[src/rtl/fc_pkg.sv]
// Shared constants and state type for the fully-connected layer activation feeder.
package fc_pkg;

    localparam int FC_BEATS = 36;
    localparam int FC_LANES = 3;
    localparam int FC_FRAME = 108;
    localparam int FC_AW    = 2;

    typedef enum logic [1:0] {
        IDLE      = 2'd0,
        FILL      = 2'd1,
        STREAM    = 2'd2,
        WAIT_DONE = 2'd3
    } fc_feed_state_t;

endpackage

[src/rtl/fc_bank.sv]
// One activation bank: a small register file with one write port and a combinational read port.
module fc_bank
    import fc_pkg::*;
#(
    parameter int DEPTH = FC_BEATS,
    parameter int W     = FC_AW,
    parameter int AW    = $clog2(DEPTH)
) (
    input  logic          clk_i,
    input  logic          we_i,
    input  logic [AW-1:0] waddr_i,
    input  logic [W-1:0]  wdata_i,
    input  logic [AW-1:0] raddr_i,
    output logic [W-1:0]  rdata_o
);

    // Contents are deliberately not reset: every entry is rewritten before it is read.
    logic [W-1:0] mem_q [DEPTH];

    always_ff @(posedge clk_i) begin
        if (we_i) begin
            mem_q[waddr_i] <= wdata_i;
        end
    end

    assign rdata_o = mem_q[raddr_i];

endmodule

[src/rtl/fc_feeder.sv]
// Collects one frame of binarized activations into three banks and streams it to the MAC
// in reverse-index order, then waits for the MAC to finish before taking the next frame.
module fc_feeder
    import fc_pkg::*;
#(
    parameter int BEATS   = FC_BEATS,
    parameter int N_LANE  = FC_LANES,
    parameter int TIMEOUT = 63
) (
    input  logic             clk_i,
    input  logic             rst_i,
    input  logic             feat_valid_i,
    output logic             feat_ready_o,
    input  logic [FC_AW-1:0] feat_data_i,
    output logic [FC_AW-1:0] mac_in1_o,
    output logic [FC_AW-1:0] mac_in2_o,
    output logic [FC_AW-1:0] mac_in3_o,
    output logic             mac_valid_o,
    output logic             mac_start_o,
    input  logic             mac_done_i,
    output logic             busy_o,
    output logic             frame_done_o,
    output logic             err_timeout_o
);

    localparam int FRAME  = BEATS * N_LANE;
    localparam int ADDR_W = $clog2(BEATS);
    localparam int IDX_W  = $clog2(FRAME);
    localparam int WAIT_W = $clog2(TIMEOUT + 1);

    localparam logic [IDX_W-1:0]  LAST_IDX   = IDX_W'(FRAME - 1);
    localparam logic [IDX_W-1:0]  BANK1_BASE = IDX_W'(BEATS);
    localparam logic [IDX_W-1:0]  BANK2_BASE = IDX_W'(2 * BEATS);
    localparam logic [ADDR_W-1:0] LAST_BEAT  = ADDR_W'(BEATS - 1);
    localparam logic [WAIT_W-1:0] WAIT_LAST  = WAIT_W'(TIMEOUT - 1);

    fc_feed_state_t    state_q, state_d;
    logic [IDX_W-1:0]  wr_idx_q, wr_idx_d;
    logic [ADDR_W-1:0] beat_q, beat_d;
    logic [WAIT_W-1:0] wait_q, wait_d;

    logic [FC_AW-1:0]  lane_q [FC_LANES];
    logic [FC_AW-1:0]  lane_d [FC_LANES];
    logic              mac_valid_q, mac_valid_d;
    logic              mac_start_q, mac_start_d;
    logic              busy_q, busy_d;
    logic              frame_done_q, frame_done_d;
    logic              err_timeout_q, err_timeout_d;

    logic              accept;
    logic [FC_LANES-1:0] wr_sel;
    logic [ADDR_W-1:0] wr_addr;
    logic [ADDR_W-1:0] rd_addr;
    logic [FC_AW-1:0]  rd_data [FC_LANES];
    logic              emit;
    logic [ADDR_W-1:0] emit_beat;
    logic              bypass;

    assign feat_ready_o = ~rst_i & ((state_q == IDLE) | (state_q == FILL));
    assign accept       = feat_valid_i & feat_ready_o;

    always_comb begin
        wr_sel  = '0;
        wr_addr = '0;
        if (wr_idx_q < BANK1_BASE) begin
            wr_sel  = 3'b001;
            wr_addr = ADDR_W'(wr_idx_q);
        end else if (wr_idx_q < BANK2_BASE) begin
            wr_sel  = 3'b010;
            wr_addr = ADDR_W'(wr_idx_q - BANK1_BASE);
        end else begin
            wr_sel  = 3'b100;
            wr_addr = ADDR_W'(wr_idx_q - BANK2_BASE);
        end
    end

    // Beat k reads address BEATS-1-k from every bank, matching the MAC's weight order.
    assign rd_addr = LAST_BEAT - emit_beat;

    for (genvar g = 0; g < FC_LANES; g++) begin : g_bank
        fc_bank #(
            .DEPTH (BEATS),
            .W     (FC_AW),
            .AW    (ADDR_W)
        ) u_bank (
            .clk_i   (clk_i),
            .we_i    (accept & wr_sel[g]),
            .waddr_i (wr_addr),
            .wdata_i (feat_data_i),
            .raddr_i (rd_addr),
            .rdata_o (rd_data[g])
        );
    end

    always_comb begin
        state_d       = state_q;
        wr_idx_d      = wr_idx_q;
        beat_d        = beat_q;
        wait_d        = '0;
        emit          = 1'b0;
        emit_beat     = '0;
        bypass        = 1'b0;
        frame_done_d  = 1'b0;
        err_timeout_d = 1'b0;

        unique case (state_q)
            IDLE, FILL: begin
                if (accept) begin
                    if (wr_idx_q == LAST_IDX) begin
                        state_d  = STREAM;
                        wr_idx_d = '0;
                        beat_d   = '0;
                        emit     = 1'b1;
                        bypass   = 1'b1;
                    end else begin
                        state_d  = FILL;
                        wr_idx_d = wr_idx_q + IDX_W'(1);
                    end
                end
            end
            STREAM: begin
                if (beat_q == LAST_BEAT) begin
                    state_d = WAIT_DONE;
                    beat_d  = '0;
                end else begin
                    beat_d    = beat_q + ADDR_W'(1);
                    emit      = 1'b1;
                    emit_beat = beat_q + ADDR_W'(1);
                end
            end
            WAIT_DONE: begin
                if (mac_done_i) begin
                    state_d      = IDLE;
                    frame_done_d = 1'b1;
                end else if (wait_q == WAIT_LAST) begin
                    state_d       = IDLE;
                    err_timeout_d = 1'b1;
                end else begin
                    wait_d = wait_q + WAIT_W'(1);
                end
            end
            default: begin
                state_d = IDLE;
            end
        endcase
    end

    // Beat 0 is loaded on the same edge that writes the final word, whose bank location is
    // exactly the one beat 0 reads on lane 3, so that lane takes the incoming word directly.
    always_comb begin
        mac_valid_d = emit;
        mac_start_d = emit & (emit_beat == '0);
        for (int l = 0; l < FC_LANES; l++) begin
            lane_d[l] = emit ? rd_data[l] : '0;
        end
        if (bypass) begin
            lane_d[FC_LANES-1] = feat_data_i;
        end
        busy_d = (state_d != IDLE);
    end

    always_ff @(posedge clk_i) begin
        if (rst_i) begin
            state_q       <= IDLE;
            wr_idx_q      <= '0;
            beat_q        <= '0;
            wait_q        <= '0;
            lane_q        <= '{default: '0};
            mac_valid_q   <= 1'b0;
            mac_start_q   <= 1'b0;
            busy_q        <= 1'b0;
            frame_done_q  <= 1'b0;
            err_timeout_q <= 1'b0;
        end else begin
            state_q       <= state_d;
            wr_idx_q      <= wr_idx_d;
            beat_q        <= beat_d;
            wait_q        <= wait_d;
            lane_q        <= lane_d;
            mac_valid_q   <= mac_valid_d;
            mac_start_q   <= mac_start_d;
            busy_q        <= busy_d;
            frame_done_q  <= frame_done_d;
            err_timeout_q <= err_timeout_d;
        end
    end

    assign mac_in1_o     = lane_q[0];
    assign mac_in2_o     = lane_q[1];
    assign mac_in3_o     = lane_q[2];
    assign mac_valid_o   = mac_valid_q;
    assign mac_start_o   = mac_start_q;
    assign busy_o        = busy_q;
    assign frame_done_o  = frame_done_q;
    assign err_timeout_o = err_timeout_q;

endmodule

[config.mk]
export PLATFORM = sky130hd
export DESIGN_NAME = fc_feeder
export DESIGN_NICKNAME = d
export VERILOG_FILES = /design/src/rtl/fc_pkg.sv /design/src/rtl/fc_bank.sv /design/src/rtl/fc_feeder.sv
export SDC_FILE = /design/constraint.sdc
export NUM_CORES = 1
export LEC_CHECK = 0
export BUFFER_PORTS_ARGS = -buffer_cell sky130_fd_sc_hd__buf_2
export CAP_MARGIN = 20
export CORE_MARGIN = 10
export CORE_UTILIZATION = 55
export DETAILED_ROUTE_END_ITERATION = 10
export GPL_TIMING_DRIVEN = 0
export PLACE_DENSITY = 0.68
export SYNTH_ARGS = -nofsm -noshare
export SYNTH_HDL_FRONTEND = slang
export SYNTH_SLANG_ARGS = --single-unit
[constraint.sdc]
create_clock -name clk_i -period 3.1 [get_ports clk_i]
set_input_delay 0.62 -clock clk_i [delete_from_list [all_inputs] [get_ports clk_i]]
set_output_delay 0.62 -clock clk_i [all_outputs]
set_load 0.005 [all_outputs]
==> Word level (Yosys, flattened, before mapping) <==
Memories as Yosys holds them, arrays and structs flattened. A register that Yosys moved wholly into a read port is not among the register bits.
Cells that the tools add are included.
W data, S select, Z words.
{ "word_totals": {"ff_bits": 28, "output_inout_bits": 12, "wordCells": 81, "mem_bits_rw": 216, "memories": 3} }
{ "classes": {"n_addsub": 6, "n_lt_le_gt_ge": 2, "mux": 31, "eq_ne": 8, "n_reduce_logical": 11, "bitwise_logic": 10} }
{ "memory_table": {"columns": ["memory", "depth", "word_bits", "read_ports", "rd_clocked_by_memory_dff", "wr", "line", "text"], "rows": [
  ["g_bank[0].u_bank.mem_q", 36, 2, 1, 1, 1, "fc_bank.sv:18", "logic [W-1:0] mem_q [DEPTH];"],
  ["g_bank[1].u_bank.mem_q", 36, 2, 1, 1, 1, "fc_bank.sv:18", null],
  ["g_bank[2].u_bank.mem_q", 36, 2, 1, 0, 1, "fc_bank.sv:18", null]
]} }
{ "ops": {"columns": ["cell", "count"], "rows": [
  ["$mux W6", 6],
  ["$mux W2", 7],
  ["$add A6 B1 Y6 const B", 2],
  ["$eq A6 B6 Y1 const B", 2],
  ["$mux W1", 12],
  ["$pmux W6 S2", 1],
  ["$add A7 B1 Y7 const B", 1],
  ["$eq A7 B7 Y1 const B", 1],
  ["$lt A7 B6 Y1 const B", 1],
  ["$lt A7 B7 Y1 const B", 1],
  ["$mux W7", 1],
  ["$and A1 B1 Y1", 6],
  ["$logic_not A6 Y1", 1],
  ["$mux W3", 2],
  ["$pmux W2 S3", 1],
  ["$reduce_or A2 Y1", 3],
  ["$sub A6 B4 Y6 const B", 1],
  ["$sub A6 B6 Y6 const A", 1],
  ["$sub A6 B6 Y6 const B", 1],
  ["$eq A2 B2 Y1 const B", 2],
  ["$ne A2 B2 Y1 const B", 2],
  ["$reduce_bool A2 Y1", 2],
  ["$reduce_or A4 Y1", 1],
  ["$not A1 Y1", 3],
  ["other kinds (7)", 7]
]} }

==> Longest topological paths before layout <==
Gate-level depths: netlist (run 1).
{ "logic_depth": {"ltp_word": 8, "depth_mapped": 11, "ltp_nobuf": 10} }

==> Hierarchy <==
A second synthesis (run 1) with hierarchy kept.
{ "unflattened": {"cells_unflattened": 745, "hier_area_um2": 10835.4} }
{ "by_module_without_submodules": {"columns": ["mod", "area_per_inst_um2", "cells_each", "seq_area_each_um2", "n_inst"], "rows": [
  ["fc_bank (g_bank[1].u_bank ...)", 3061.7, 178, 2162.1, 2],
  ["fc_bank (g_bank[0].u_bank)", 3079.2, 198, 2162.1, 1],
  ["fc_feeder", 1632.8, 191, 640.6, 1]
]} }

==> Least setup slack after synthesis (run 1) <==
OpenSTA, ideal clock, no wires.
{ "synth_path": {"kind": "reg-to-reg", "start": "reg beat_q[0]", "end": "reg lane_q (netlist bit mac_in1_o[1]), read port of g_bank[0].u_bank.mem_q", "setup_ps": 129, "n_path_buf": 1, "slack_ps": 349, "path_stages_with_launch": 12, "t_arrival_ps": 2623, "t_required_ps": 2971, "path_cell_list": "dfxtp_1 ha_1 xnor2_2 a211oi_4 inv_2 buf_2 ha_1 nand2b_1 mux2_2 a2111o_1 o31ai_1 o41ai_2"} }
{ "synth_via": {"elab_chain_cells": 5, "word_cells_on_any_way": 9} }
{ "synth_lines": {"columns": ["item", "line", "text"], "rows": [
  ["start, declared", "fc_feeder.sv:39", "logic [ADDR_W-1:0] beat_q, beat_d;"],
  ["start signal, assigned", "fc_feeder.sv:177", "beat_q <= beat_d;"],
  ["branches (longest 5 deep; another with $add A6 B1 Y6)", null, null],
  ["end, declared", "fc_feeder.sv:42", "logic [FC_AW-1:0] lane_q [FC_LANES];"]
]} }
Parallel ways; which one is timed is not known.
A chain may end at the register's enable or synchronous reset.

==> Worst setup path in the final report (run 1) <==
Ends and elaborated chain as after synthesis.

==> impl_metrics.yaml, run 1 <==
outcome:
  status: "finished clean"
yosys:
  async_flop_share: 0
  synth_edf_count: 216
  yosysMostFrequentCell: "edfxtp_1"
  yosys_warnings: 0
  synth_area_um2: 11100
  syn_nets: 920
  synthFlopType: "edfxtp_1"
  synth_area_leaders: "edfxtp_1, dfxtp_1, mux2i_1"
  synth-seq-cells: 248
  syn_avg_cell_area_um2: 12.3
  ys_seq_area_frac: 0.644
  netlist.area_leader.share: 0.586
  synthTopCellsByCount: "edfxtp_1, nor2_1, nand2_1"
  netlist.top_cell.by_area: "edfxtp_1"
  synthDistinctLibCells: 66
  netlist_instances: 903
floorplanning:
  row_count: 51
  die_w_um: 162
  io_pins: 18
  initial_core_util: 0.563
  die_area_um2: 26200
  core_um2: 19700
  fp.dieH_um: 162
global_routing:
  grt_pass1_vias: 7479
  antenna_found_initial: 0
  overflow: 0
  grt_pass1_wl_mm: 45.9
  grt.total_usage: 0.232
  grt_max_degree: 67
clock_tree:
  clockBufferDepth: 3
  cts_tree: "done"
  ctsRootBufferMaster: "clkbuf_16"
  cts_sinks: 248
  numCtsBuffers: 27
  clk_latency_ns: 0.54
  clkSlewWorstSetupHoldPaths_ns: 0.06
  htreeDepth: 1
place:
  dp_slack_ns: -0.846
  place_congestion: 0.945
  dpl.hpwl_mm: 20.6
  io_buffers: 17
power_and_ir_drop:
  max-vdd-ir-drop_uv: 453
  pwr_density_cell_nw_per_um2: 539
  p_leak_uw: 0.00418
sta:
  grt_setup_unrepaired: "true"
  hold_viol: 0
  finalCritPeriodShare: 0.981
  fin_setup_tns_ns: 0
  maxSlewViolCount: 0
  setup_viol: 0
  period_needed_ns: 3.04
  worst_clock_skew_ns: 0.0160
  max_freq_mhz: 329
  tightest_slew_ns: 0.904
  fin_ws_ns: 0.0598
  maxSlewHeadroom: 0.396
drt:
  avgViaCountPerCell: 6.09
  drt_iter0_drc: 854
  first_pass_iters: 5
  postRouteAntennaNets: 0
  drc: 0
  finalWirelength_mm: 30.7
  wire_per_inst_um: 24.6
  vias: 7571
setup_path:
  crit_required_ns: 3.46
  end_kind: "flop"
  crit_path_start_kind: "flop"
  critPathMaxStageDelay_ns: 0.50
  crit_path_cell_trace: "or3b_4, a21o_1, clkbuf_1, and3_1, a211oi_1, o31ai_1, o41ai_2"
  worstSetupPathType: "reg2reg"
  path_max_fanout: 10
  critical-path-slowest-cell: "o41ai_2"
  critical_path_arrival_ns: 3.40
job:
  cap_violations: 0
final_layout:
  fillers: 1586
  diodes: 0
  drive_gt1_frac: 0.156
  num-nets-final: 976
  area_growth_pct: 13.5
worst_hold_path:
  hp-class: "in2reg"
-- metrics by stage --
stage          cells  hold slack [ns]  area (um2)  total power [uW]  utilization
2_1_floorplan    903            0.426       11100              3730            -
3_3_place_gp    1185            0.440       11500              3790        0.584
3_5_place_dp    1187            0.448       11500              3800        0.588
4_1_cts         1241            0.339       12500              6780        0.636
5_1_grt         1244            0.366       12600              6940        0.640
6_report        1244            0.341       12600              6770        0.640
-- what timing repair did --
| action | CTS | global route |
|---|---|---|
| buffers inserted | 5 | 3 |
| resized for setup | 24 | 15 |
| hold buffers | 0 | 0 |
| endpoints found under the hold margin | 0 | 0 |
| pin swaps | 3 | 2 |
| endpoints found under the setup margin | 43 | 107 |
-- path summary, 6_finish.rpt --
check / startpoint / end / slack (ns) / cells past startpoint
setup reg to reg: beat_q[0] / mac_in1_o[1] / 0.06 / 7
setup / recovery: beat_q[0] / mac_in1_o[1] / 0.06 / 7
hold / removal: mac_done_i / frame_done_o / 0.34 / 3
hold reg to reg: wait_q[0] / wait_q[0] / 0.46 / 1
-- layout make-up --
type                            count  area (um2)  share of cell area
Multi-Input combinational cell    598        3740               0.298
Buffer                             48         282              0.0224
Timing Repair Buffer               27         205              0.0163
Clock buffer                       37         778              0.0619
Inverter                            9        33.8             0.00269
Clock inverter                     12        65.1             0.00518
Sequential cell                   248        7130               0.568
Tap cell                          265         332              0.0264
-- cell families (layout without fill, tap and decap cells) --
| group | count (synthesis) | in the layout | synth area share |
|---|---|---|---|
| AOI/OAI and AO/OA | 123 | 123 | 0.0853 |
| xor gates and xnor gates | 13 | 13 | 0.0110 |
| adders and majority gates | 11 | 11 | 0.0124 |
| buffers and inverters | 57 | 133 | 0.0259 |
| DFF | 248 | 248 | 0.644 |
| muxes | 69 | 69 | 0.0651 |
| and+or+nand+nor | 382 | 382 | 0.157 |
-- registers in the layout (all words and copies together) (netlist names) --
name	flops
beat_q	6
busy_o	1
err_timeout_o	1
frame_done_o	1
g_bank.u_bank.mem_q	216
mac_in1_o	2
mac_in2_o	2
mac_in3_o	2
mac_start_o	1
mac_valid_o	1
state_q	2
wait_q	6
wr_idx_q	7
-- cell usage in the layout (no fill, tap or decap), types with 4 or more instances in the layout --
cell type	count
dfxtp_1	28
clkinv_2	8
nand2_1	127
clkbuf_16	29
a211oi_1	31
buf_2	33
edfxtp_1	216
xnor2_1	6
and3_1	32
o22ai_1	7
inv_1	8
xor2_1	6
mux2_2	10
buf_4	18
a21oi_1	23
nor2_1	135
o41ai_2	5
clkbuf_1	15
nand3b_1	5
nor3_1	20
a31oi_1	8
buf_6	4
o21ai_0	8
clkbuf_2	5
mux2i_1	57
nor2b_1	15
nand2b_1	5
nand3_1	20
a211oi_2	5
a21o_1	4
clkbuf_4	4
ha_1	9
-- worst max-delay path, delay by kind of cell (launching register included) --
kind            cells  cell delay (ns)
compound gates      4             1.42
simple gates        2             0.73
flops               1             0.39
buf+inv             1             0.33
-- where the power goes --
| group | leakage, uW | total (uW) | internal (uW) | switching [uW] |
|---|---|---|---|---|
| Sequential | 0.00220 | 3630 | 3630 | 5.26 |
| Combinational | 0.00155 | 94.8 | 20.2 | 74.6 |
| Clock | 0.000428 | 3040 | 1750 | 1290 |
-- routing by layer --
metal  global-route usage  share of wire  vias to the layer above  wire (um)
met2                0.360           0.46                      423      14000
met3               0.0511           0.10                       90       3100
met5                    0              0                        -          0
met4               0.0893          0.039                        0       1190
met1                0.314           0.40                     3626      12400
li1                     -              -                     3432          -
No activity file was read; power rests on OpenSTA's default activity.
==> inputs of run 2 (changes only) <==
Settings changed: PLACE_DENSITY 0.68 to unset, PLACE_DENSITY_LB_ADDON set to 0.25.
==> run 2 against run 1 <==
Sequential share of layout area down 0.32 points. Sequential power barely moved. Register-to-register slack better by 0.06 ns. Setup slack gained 0.058 ns. Non-clock buffer count did not move. Wire length fell by 1.1%. Worst hold slack lost 0.0045 ns. Clock power up 11%. Die area is the same. Sequential cell count is the same. Highest routed layer unchanged.
==> impl_metrics.yaml, run 2 (synthesis results as in run 1) <==
power_and_ir_drop:
  max-vdd-ir-drop_uv: 453
  p_leak_uw: 0.00421
  pwr_density_cell_nw_per_um2: 561
  p_total_uw: 7090
global_routing:
  overflow: 0
  grt_pass1_vias: 7663
  antenna_found_initial: 0
  grt_max_degree: 71
  grt_pass1_wl_mm: 45.7
  grt.total_usage: 0.228
clock_tree:
  clockBufferDepth: 3
  ctsHoldBuffers: 0
  ctsRootBufferMaster: "clkbuf_16"
  cts_sinks: 248
  clk_latency_ns: 0.54
  numCtsBuffers: 26
  clkSlewWorstSetupHoldPaths_ns: 0.06
  htreeDepth: 1
  cts_tree: "done"
worst_hold_path:
  hp-class: "in2reg"
final_layout:
  largest_register: "g_bank.u_bank.mem_q"
  reg_top3: "g_bank.u_bank.mem_q (216), wr_idx_q (7)"
  final_cell_mix: "edfxtp_1, nor2_1, nand2_1"
  fillers: 1540
  register_area_um2: 7130
  stdcell_count: 1243
  num-nets-final: 975
  diodes: 0
  largest_reg_flops: 216
  multi_input_area_um2: 3730
  drive_gt1_frac: 0.154
  fin_area_um2: 12600
  layout_commonest_cell: "edfxtp_1"
  area_growth_pct: 14.2
drt:
  finalWirelength_mm: 30.3
  first_pass_iters: 5
  postRouteAntennaNets: 0
  vias: 7661
  avgViaCountPerCell: 6.16
  wire_per_inst_um: 24.4
  drc: 0
  drt_iter0_drc: 934
sta:
  maxSlewViolCount: 0
  worst_clock_skew_ns: 0.00803
  fin_setup_tns_ns: 0
  tightest_slew_ns: 0.927
  hold_ws_ns: 0.336
  finalCritPeriodShare: 0.962
  maxSlewHeadroom: 0.381
  max_freq_mhz: 335
  grt_setup_unrepaired: "true"
  hold_viol: 0
  setup_viol: 0
  period_needed_ns: 2.98
floorplanning:
  die_w_um: 162
  initial_core_util: 0.563
  io_pins: 18
  fp.dieH_um: 162
  row_count: 51
  die_area_um2: 26200
  core_um2: 19700
setup_path:
  worstSetupPathType: "reg2reg"
  end_kind: "flop"
  path_max_fanout: 10
  crit_path_start_kind: "flop"
  critical_path_arrival_ns: 3.20
  crit_required_ns: 3.32
place:
  dpl.hpwl_mm: 20.1
  io_buffers: 17
  place_inst: 1187
  place_congestion: 0.907
  place_area_um2: 11500
job:
  cap_violations: 0
outcome:
  status: "finished clean"
-- run 2: cell types whose count changed in the layout (fill, tap and decap cells not counted), sizes merged --
cell,delta
inv,-2
clkbuf,-2
clkinv,-2
bufinv,+5
-- run 2: area by class of cell --
cell class                      count  share of cell area
Sequential cell                   248               0.564
Multi-Input combinational cell    598               0.295
Clock buffer                       35              0.0582
Tap cell                          265              0.0262
Buffer                             47              0.0224
Timing Repair Buffer               28              0.0162
Clock inverter                     13              0.0149
Inverter                            9             0.00267
-- run 2: worst paths after layout --
path	slack, ns	from	end	cells past startpoint
max	0.12	wr_idx_q[3]	g_bank[2].u_bank.mem_q[14][0]	9
min	0.34	mac_done_i	frame_done_o	3
max reg2reg	0.12	wr_idx_q[3]	g_bank[2].u_bank.mem_q[14][0]	9
min reg2reg	0.46	wait_q[0]	wait_q[0]	1
-- run 2: layer usage --
layer	routed length, um	vias to the layer above	GRT usage
met5	0	-	0
met4	1020	0	0.0819
met3	3130	66	0.0503
met2	14200	422	0.368
met1	12000	3739	0.298
li1	-	3434	-
-- run 2: metrics by stage --
stage	util	setup WS (ns)
finish	0.643	0.118
global route	0.643	-0.0301
CTS	0.638	-0.0602
detailed placement	0.587	-0.782
global placement	0.584	-0.805
floorplan	-	0.349
-- run 2: critical path, stage by stage, from the launching register on --
cell and delay [ns]:
dfxtp_1 0.48, inv_1 0.13, ha_1 0.23, a21bo_2 0.23, a21o_1 0.24, and3_1 0.23, o31ai_4 0.30, nand3_2 0.25
clkbuf_4 0.32, nor2_1 0.24
-- run 2: what timing repair did --
action	4_1_cts	5_1_grt
gates cloned	0	0
endpoints found under the hold margin	0	0
setup endpoints to repair	48	150
setup buffers	4	5
pin swaps	2	3
gates resized for setup	14	24
-- run 2: power by group --
group	leakage, uW	internal, uW	total [uW]	switching (uW)
logic	0.00155	19.2	95.6	76.4
clock network	0.000460	2070	3360	1280
registers	0.00220	3630	3630	5.74
total	0.00421	5720	7090	1370
==> inputs of run 3 (changes only) <==
Settings changed: CORE_UTILIZATION 55 to 63, RECOVER_POWER set to 100, SLEW_MARGIN set to 10.
==> run 3 against run 2 <==
The flow now finishes with violations (capacitance limit, slew limit). Non-clock buffer count is the same. Setup slack worse by 0.10 ns. Utilization up 8.2 points. Register-to-register slack got worse by 0.10 ns. Die area shrank 11%. Sequential power about the same. Power is 0.71% lower. Count of clock-buffer cells in the layout decreased by 2. Sequential share of layout area grew 0.61 points. Clock skew is 0.0099 ns higher.
==> impl_metrics.yaml, run 3 (synthesis results as in run 1) <==
floorplanning:
  fp.dieH_um: 153
  initial_core_util: 0.642
  row_count: 48
  die_w_um: 153
  core_um2: 17200
  die_area_um2: 23300
  io_pins: 18
final_layout:
  diodes: 0
  area_growth_pct: 12.9
  final_cell_mix: "edfxtp_1, nor2_1, nand2_1"
  drive_gt1_frac: 0.128
  multi_input_area_um2: 3710
  reg_top3: "g_bank.u_bank.mem_q (216), wr_idx_q (7)"
  layout_commonest_cell: "edfxtp_1"
  largest_register: "g_bank.u_bank.mem_q"
  register_area_um2: 7130
  largest_reg_flops: 216
  fillers: 1129
  fin_area_um2: 12500
  num-nets-final: 974
  final_util: 0.725
setup_path:
  critical_path_arrival_ns: 3.46
  crit_path_start_kind: "flop"
  crit_required_ns: 3.48
  rr_worst_depth: 8
  ff2ff_setup_slack_ns: 0.02
  path_common_cell: "buf_2"
  end_kind: "flop"
  worstSetupPathType: "reg2reg"
  crit_path_cell_trace: "ha_4, buf_2, buf_2, buf_4, mux2i_1, a211oi_1, nor3_1, o41ai_2"
  critical-path-slowest-cell: "o41ai_2"
  path_max_fanout: 10
  critPathMaxStageDelay_ns: 0.53
sta:
  worst_clock_skew_ns: 0.0179
  grt_setup_unrepaired: "false"
  maxSlewHeadroom: -0.0969
  maxSlewViolCount: 77
  setup_viol: 0
  fin_ws_ns: 0.0160
  finalCritPeriodShare: 0.995
  hold_viol: 0
  tightest_slew_ns: 1.65
  period_needed_ns: 3.08
  max_freq_mhz: 324
  fin_setup_tns_ns: 0
drt:
  wire_per_inst_um: 24.6
  avgViaCountPerCell: 6.55
  first_pass_iters: 5
  postRouteAntennaNets: 0
  finalWirelength_mm: 29.6
  vias: 7865
  drt_iter0_drc: 1057
  drc: 0
global_routing:
  grt_pass1_wl_mm: 43.5
  antenna_found_initial: 0
  use_met1: 0.305
  grt_max_degree: 76
  grt_use_met3: 0.0612
  grt.busiest_layer: "met2"
  grt.total_usage: 0.240
  overflow: 0
  grt_pass1_vias: 7505
  grtUsageMet2: 0.379
clock_tree:
  cts_tree: "done"
  clkSlewWorstSetupHoldPaths_ns: 0.06
  cts_sinks: 248
  ctsRootBufferMaster: "clkbuf_16"
  numCtsBuffers: 25
  ctsHoldBuffers: 0
  htreeDepth: 1
  clockBufferDepth: 3
  clk_latency_ns: 0.54
job:
  cap_violations: 2
worst_hold_path:
  holdPathStages: 3
  hp-class: "in2reg"
place:
  place_congestion: 0.905
  dp_slack_ns: -0.800
  io_buffers: 17
  place_area_um2: 11500
  dpl.hpwl_mm: 19.6
power_and_ir_drop:
  pwr_density_cell_nw_per_um2: 563
  max-vdd-ir-drop_uv: 552
  p_leak_uw: 0.00412
  p_total_uw: 7040
outcome:
  violations: "capacitance limit, slew limit"
  status: "complete, but fails checks"
==> run 3: cell count changes in the layout (fill, tap and decap cells not counted), moves of 2 or more <==
cell | before | now
nor2_2 | 3 | 0
clkbuf_2 | 3 | 11
clkinv_2 | 7 | 1
clkinv_1 | 1 | 4
clkbuf_4 | 4 | 2
buf_2 | 31 | 18
clkbuf_1 | 16 | 31
nor2_1 | 134 | 137
clkbuf_16 | 27 | 25
buf_4 | 19 | 13
==> run 3: power by group <==
| group | internal (uW) | total [uW] | leakage [uW] | switching, uW |
|---|---|---|---|---|
| Sequential | 3630 | 3640 | 0.00220 | 5.39 |
| Clock | 2060 | 3310 | 0.000440 | 1250 |
| Combinational | 15.1 | 89.7 | 0.00148 | 74.6 |
| Total | 5710 | 7040 | 0.00412 | 1330 |
==> run 3: repair_timing <==
action	4_1_cts	5_1_grt
buffers inserted	3	6
resized for setup	11	13
pin swaps	1	4
setup endpoints to repair	26	128
==> run 3: final timing paths <==
kind                        to       start
setup / recovery  mac_in1_o[0]   beat_q[0]
hold / removal    frame_done_o  mac_done_i
setup reg to reg  mac_in1_o[0]   beat_q[0]
hold reg to reg      wait_q[0]   wait_q[0]
==> run 3: through the flow <==
| step | hold WS, ns | std cells |
|---|---|---|
| detailed placement | 0.454 | 1147 |
| global placement | 0.440 | 1145 |
| finish | 0.350 | 1201 |
| global route | 0.366 | 1201 |
| floorplan | 0.426 | 903 |
| CTS | 0.345 | 1195 |
==> run 3: cell type report <==
type,count,share of cell area
Buffer,47,0.0210
Clock buffer,33,0.0548
Clock inverter,13,0.0182
Inverter,9,0.00270
Multi-Input combinational cell,598,0.297
Sequential cell,248,0.571
Tap cell,225,0.0225
Timing Repair Buffer,28,0.0132
==> run 3: layer usage <==
| layer | routed length [um] | up-vias |
|---|---|---|
| li1 | - | 3430 |
| met1 | 11200 | 3737 |
| met5 | 0 | - |
| met4 | 1450 | 0 |
| met3 | 3560 | 112 |
| met2 | 13400 | 586 |
==> run 3: worst max-delay path: cells and delay by family, from the launching register on <==
| kind | cells | cell delay [ns] |
|---|---|---|
| flip-flops | 1 | 0.40 |
| multiplexers | 1 | 0.13 |
| AO/OA/AOI/OAI | 2 | 0.98 |
| adder cells (fa/ha/maj) | 1 | 0.27 |
| AND/OR/NAND/NOR | 1 | 0.12 |
| buffers and inverters | 3 | 1.02 |
